==> src/rtl/pcie_sw_pkg.sv <==
// Shared definitions for the switch ingress read side: FSM encoding,
// default bank geometry and the source-ID width helper.
package pcie_sw_pkg;

    localparam int DEF_DATA_SIZE = 8;
    localparam int DEF_NUM_FIFOS = 4;

    typedef enum logic [1:0] {
        ST_IDLE    = 2'd0,
        ST_POP     = 2'd1,
        ST_CAPTURE = 2'd2
    } state_t;

    function automatic int id_width(input int n);
        return (n > 1) ? $clog2(n) : 1;
    endfunction

endpackage

==> src/rtl/fifo_pop_arbiter_rr_select.sv <==
// Combinational round-robin search: first asserted request at or after
// start_i, wrapping modulo N (N is a power of two, so index overflow wraps).
module rr_select
    import pcie_sw_pkg::*;
#(
    parameter int N = DEF_NUM_FIFOS
) (
    input  logic [N-1:0]             req_i,
    input  logic [id_width(N)-1:0]   start_i,
    output logic [N-1:0]             gnt_oh_o,
    output logic [id_width(N)-1:0]   gnt_idx_o,
    output logic                     any_o
);

    localparam int IW = id_width(N);

    logic [IW-1:0] idx;

    always_comb begin
        idx       = '0;
        gnt_idx_o = '0;
        any_o     = 1'b0;
        for (int i = 0; i < N; i++) begin
            idx = start_i + IW'(i);
            if (!any_o && req_i[idx]) begin
                any_o     = 1'b1;
                gnt_idx_o = idx;
            end
        end
        gnt_oh_o = any_o ? (N'(1) << gnt_idx_o) : '0;
    end

endmodule

==> src/rtl/fifo_pop_arbiter.sv <==
// Read-side controller for a FIFO bank: round-robin pops with burst limit,
// captures the returned word and presents it downstream with its source ID.
module fifo_pop_arbiter
    import pcie_sw_pkg::*;
#(
    parameter int DATA_SIZE = DEF_DATA_SIZE,
    parameter int NUM_FIFOS = DEF_NUM_FIFOS,
    parameter int BURST     = 2
) (
    input  logic                           clk,
    input  logic                           reset,
    input  logic [NUM_FIFOS-1:0]           fifo_empty,
    input  logic [NUM_FIFOS*DATA_SIZE-1:0] data_in,
    input  logic                           downstream_pause,
    output logic [NUM_FIFOS-1:0]           pop,
    output logic [DATA_SIZE-1:0]           data_out,
    output logic                           valid_out,
    output logic [id_width(NUM_FIFOS)-1:0] src_id,
    output logic                           pop_error
);

    localparam int IW = id_width(NUM_FIFOS);
    localparam int CW = $clog2(BURST + 1);

    state_t                 state_q, state_d;
    logic [IW-1:0]          grant_q, grant_d;
    logic [NUM_FIFOS-1:0]   grant_oh_q, grant_oh_d;
    logic [CW-1:0]          burst_q, burst_d;
    logic                   popped_q, popped_d;
    logic [DATA_SIZE-1:0]   data_q, data_d;
    logic [IW-1:0]          src_q, src_d;
    logic                   valid_q, valid_d;
    logic                   err_q, err_d;

    logic [NUM_FIFOS-1:0]   rr_oh;
    logic [IW-1:0]          rr_idx;
    logic                   rr_any;
    logic                   go;
    logic                   keep;
    logic [DATA_SIZE-1:0]   word_sel;

    // Search starts one past the last grant so a finished or drained burst
    // hands over to the next FIFO in ring order.
    rr_select #(.N(NUM_FIFOS)) u_rr (
        .req_i     (~fifo_empty),
        .start_i   (grant_q + IW'(1)),
        .gnt_oh_o  (rr_oh),
        .gnt_idx_o (rr_idx),
        .any_o     (rr_any)
    );

    assign go   = !downstream_pause && rr_any;
    assign keep = (burst_q != '0) && (burst_q < CW'(BURST)) && !fifo_empty[grant_q];

    always_comb begin
        word_sel = '0;
        for (int k = 0; k < NUM_FIFOS; k++) begin
            if (grant_q == IW'(k)) word_sel = data_in[k*DATA_SIZE +: DATA_SIZE];
        end
    end

    always_comb begin
        state_d    = state_q;
        grant_d    = grant_q;
        grant_oh_d = grant_oh_q;
        burst_d    = burst_q;
        popped_d   = popped_q;
        data_d     = data_q;
        src_d      = src_q;
        valid_d    = 1'b0;
        pop        = '0;
        case (state_q)
            ST_IDLE: begin
                if (go) state_d = ST_POP;
            end
            ST_POP: begin
                pop      = grant_oh_q & ~fifo_empty;
                popped_d = |pop;
                state_d  = ST_CAPTURE;
            end
            ST_CAPTURE: begin
                data_d  = word_sel;
                src_d   = grant_q;
                valid_d = popped_q;
                state_d = go ? ST_POP : ST_IDLE;
            end
            default: state_d = ST_IDLE;
        endcase
        // Grant is decided on entry to POP; burst_cnt of zero means no burst yet.
        if (state_d == ST_POP) begin
            if (keep) begin
                burst_d = burst_q + CW'(1);
            end else begin
                grant_d    = rr_idx;
                grant_oh_d = rr_oh;
                burst_d    = CW'(1);
            end
        end
    end

    assign err_d = err_q | (|(pop & fifo_empty));

    always_ff @(posedge clk) begin
        if (reset) begin
            state_q    <= ST_IDLE;
            grant_q    <= IW'(NUM_FIFOS - 1);
            grant_oh_q <= NUM_FIFOS'(1) << (NUM_FIFOS - 1);
            burst_q    <= '0;
            popped_q   <= 1'b0;
            data_q     <= '0;
            src_q      <= '0;
            valid_q    <= 1'b0;
            err_q      <= 1'b0;
        end else begin
            state_q    <= state_d;
            grant_q    <= grant_d;
            grant_oh_q <= grant_oh_d;
            burst_q    <= burst_d;
            popped_q   <= popped_d;
            data_q     <= data_d;
            src_q      <= src_d;
            valid_q    <= valid_d;
            err_q      <= err_d;
        end
    end

    assign data_out  = data_q;
    assign src_id    = src_q;
    assign valid_out = valid_q;
    assign pop_error = err_q;

endmodule

==> config.mk <==
export PLATFORM = sky130hd
export DESIGN_NAME = fifo_pop_arbiter
export DESIGN_NICKNAME = d
export VERILOG_FILES = /design/src/rtl/pcie_sw_pkg.sv /design/src/rtl/fifo_pop_arbiter_rr_select.sv /design/src/rtl/fifo_pop_arbiter.sv
export SDC_FILE = /design/constraint.sdc
export NUM_CORES = 1
export LEC_CHECK = 0
export BUFFER_PORTS_ARGS = -buffer_cell sky130_fd_sc_hd__buf_2
export CAP_MARGIN = 20
export CORE_UTILIZATION = 30
export CTS_CLUSTER_SIZE = 24
export DETAILED_ROUTE_END_ITERATION = 10
export PLACE_DENSITY_LB_ADDON = 0.15
export SLEW_MARGIN = 25
export SYNTH_ARGS = -nofsm -noshare
export SYNTH_HDL_FRONTEND = slang
export SYNTH_HIERARCHICAL = 1
export SYNTH_SLANG_ARGS = --single-unit
export TNS_END_PERCENT = 30
==> constraint.sdc <==
create_clock -name clk -period 1.9 [get_ports clk]
set_input_delay 0.19 -clock clk [delete_from_list [all_inputs] [get_ports clk]]
set_output_delay 0.19 -clock clk [all_outputs]
set_load 0.02 [all_outputs]
==> results.md <==
- Post-route DRC: 0
- Final Total Pwr: 1230 uW
- Antenna cells: 0
- Clock Tree Buf Depth: 2
- Cell depth of the worst hold path: 3
- Initial DRC Count: 60
- Main synth FF type: dfxtp_1
- Mapped Area: 1450 sq um
- WP data arrival: 1910 ps
- Worst Setup End Kind: flop
- TritonCTS clock tree: done
- Compound-gate portion of the synthesized area: 0.274
- Final setup viols: 0
- Synth Warn #: 6
- Worst slack, placed: 102 ps
- Cts bufs inserted: 3
- Worst setup margin: 128 ps
- Cells taking the most area after synthesis: dfxtp_1 32%, a21oi_1 9.3%, nor2_1 7.2%
- Final WL: 3770 um
- Post-Synth Adder-Cell Area: 0.0431
- Final cell count without fillers: 296
- Mux cell area share after synthesis: 0.0483
- Critical-path cell list: inv_1 -> ha_2 -> a21oi_1 -> o21ai_0 -> o2bb2a_1 -> nor3_1 -> a21oi_1
- HP Class: in -> reg
- Synth async-reset ratio: 0
- Placed cells: 292
- Clock-pin slew on the worst setup and hold paths: 80 ps
- Hpwl dp: 2840 um
- Synth cell types: 34
- Setup bufs post-CTS: 0
- Initial antenna violation count: 0
- Crit path launch: grant_q[1]$_SDFFE_PP1P_
- Worst-Skew Late Latency: 260 ps
- IO Port Bufs: 54
- Post-Synth XOR/XNOR Area: 0
- Power per cell area: 683 nW/um^2
- Final period util: 0.933
- Sequential-to-total area share from yosys stat: 0.318
- Post-route setup TNS: 0 ps
- Average wire per standard cell: 12.7 um
- Cell mode on critical path: a21oi_1
- Critical-path maximum fanout: 12
- Largest family of logic cells by synthesized area: compound AO/OA/AOI/OAI gates
- RD Place Congestion: 0.778
- Yosys reg bits: 23
- Number of I/O pins: 55
- Delay of the slowest critical-path stage: 450 ps
- Max H-tree Level: 1
- R2R depth: 7
- Fill cells: 495
- Fmax: 564 MHz
- Nets: 289
- Flop2flop setup slack: 130 ps
- Die X: 71.5 um
- Largest net degree at the start of global routing: 27
- Post-synth EDFFs: 0
- Mean post-synth cell area: 7.44 sq um
- Post-synthesis simple-gate area fraction: 0.218
- Worst Tran Pin Value: 570 ps
- Post-Synthesis Cells: 195
- CTS Root Cell: clkbuf_8
- Clk_skew: 1.30 ps
- Post-synth net total: 239
- Maximum vdd drop: 345 uV
- Final Hold Viols: 0
- Worst Path Required: 2040 ps
- Slowest CP cell: ha_2
- Vias per cell: 4.96
- Startpoint types: flop
- Total GRT Usage: 0.151
- Area leader, netlist: dfxtp_1
- Post-route ant nets: 0
- Top cell type's share of synthesized area: 0.318
- Die area: 5120 sq um
- Final slew viol count: 0
- Remaining Overflow, GRT: 0
- Drt pass-1 iters: 4
- First-pass GRT wire length: 6250 um
- Number of global-route vias before repair: 1373
- Rows: 24
- Initial core utilization: 0.322
- Setup CP Type: reg -> reg
- Lkg Pwr: 0.000862 uW
- Syn-to-layout area delta: 24.5%
- Synth top cells by count: 28 x nor2_1, 27 x a21oi_1, 23 x dfxtp_1
- Period minus WS final: 1770 ps
- Top-count cell post-synth: nor2_1
- Share of layout cells above drive strength 1: 0.303
- RSZ-0062 raised after global routing: no
- Die H: 71.5 um
- CORE AREA: 4500 sq um
- Launching point of the worst reg2reg path: grant_q[1]$_SDFFE_PP1P_
- Crit path to: grant_q[1]$_SDFFE_PP1P_
- Vias: 1468
- Status: finished, final reports clean
- Reg-to-Reg End: grant_q[1]$_SDFFE_PP1P_
- Max-cap violations: 0
- Rel. slew slack: 0.620
- CTS sink cnt: 23
power breakdown:
| part | total [uW] | switching, uW | leakage (uW) | internal [uW] |
|---|---|---|---|---|
| registers | 527 | 16.9 | 0.000188 | 510 |
| logic | 401 | 228 | 0.000648 | 172 |
| clock network | 305 | 159 | 0.0000255 | 146 |
| total | 1230 | 404 | 0.000862 | 829 |
layout make-up:
type,instances,area [sq um],share of cell area
Tap cell,52,65.1,0.0360
Multi-Input combinational cell,139,851,0.471
Inverter,18,67.6,0.0374
Clock inverter,1,5.00,0.00277
Clock buffer,3,41.3,0.0229
Sequential cell,23,460,0.255
Timing Repair Buffer,60,315,0.175
cell usage in the layout, fill, tap and decap left out, types with 3 or more instances in the layout:
cell type,Yosys,final
a21oi_1,27,27
a221oi_1,8,8
buf_2,3,54
buf_4,0,6
clkbuf_8,0,3
dfxtp_1,23,23
ha_1,5,3
inv_1,18,18
mux2i_1,4,4
nand2_1,14,14
nand2b_1,7,7
nor2_1,28,28
nor3_1,11,11
o21ai_0,11,11
how the worst min path moves through the flow:
stage / from / end / slack [ps]
finish: downstream_pause / state_q[0]$_SDFF_PP0_ / 220
global route: downstream_pause / state_q[0]$_SDFF_PP0_ / 230
CTS: downstream_pause / state_q[0]$_SDFF_PP0_ / 220
detailed placement: src_id[0]$_SDFFE_PP0N_ / src_id[0]$_SDFFE_PP0N_ / 450
global placement: pop_error$_SDFF_PP0_ / pop_error$_SDFF_PP0_ / 450
floorplan: downstream_pause / state_q[0]$_SDFF_PP0_ / 380
state kept, by name, indices dropped and copies added (netlist names):
signal,cells
src_id,2
data_out,8
popped_q,1
valid_out,1
grant_oh_q,4
pop_error,1
state_q,2
grant_q,2
burst_q,2
layer usage:
layer,track usage,up-vias,share of wire
met5,0,-,0
met4,0.0131,0,0.0034
met3,0.0352,2,0.054
met2,0.269,41,0.46
met1,0.193,654,0.48
li1,-,771,-
through the flow:
| step | util | cell area [sq um] | hold WS, ps |
|---|---|---|---|
| after floorplan | - | 1450 | 381 |
| after global placement | 0.389 | 1750 | 447 |
| after detailed placement | 0.389 | 1750 | 452 |
| after CTS | 0.400 | 1800 | 218 |
| after global routing | 0.401 | 1810 | 229 |
| final | 0.401 | 1810 | 224 |
repair_timing:
action / 4_1_cts / 5_1_grt
setup endpoints to repair: 0 / 3
hold buffers: 0 / 0
resized for setup: 0 / 2
hold endpoints to repair: 0 / 0
worst max-delay path: cells and delay by family (launching register included):
family / cells / cell delay [ps]
AO/OA/AOI/OAI: 4 / 530
adder cells (fa/ha/maj): 1 / 450
flip-flops: 1 / 400
AND/OR/NAND/NOR: 1 / 190
buffers and inverters: 1 / 90
cells by family after synthesis:
logic type | count (synthesis)
muxes | 6
buffers and inverters | 33
AOI/OAI and AO/OA | 60
DFF | 23
and+or+nand+nor | 68
adders and majority gates | 5
(Power assumes the default switching activity.)
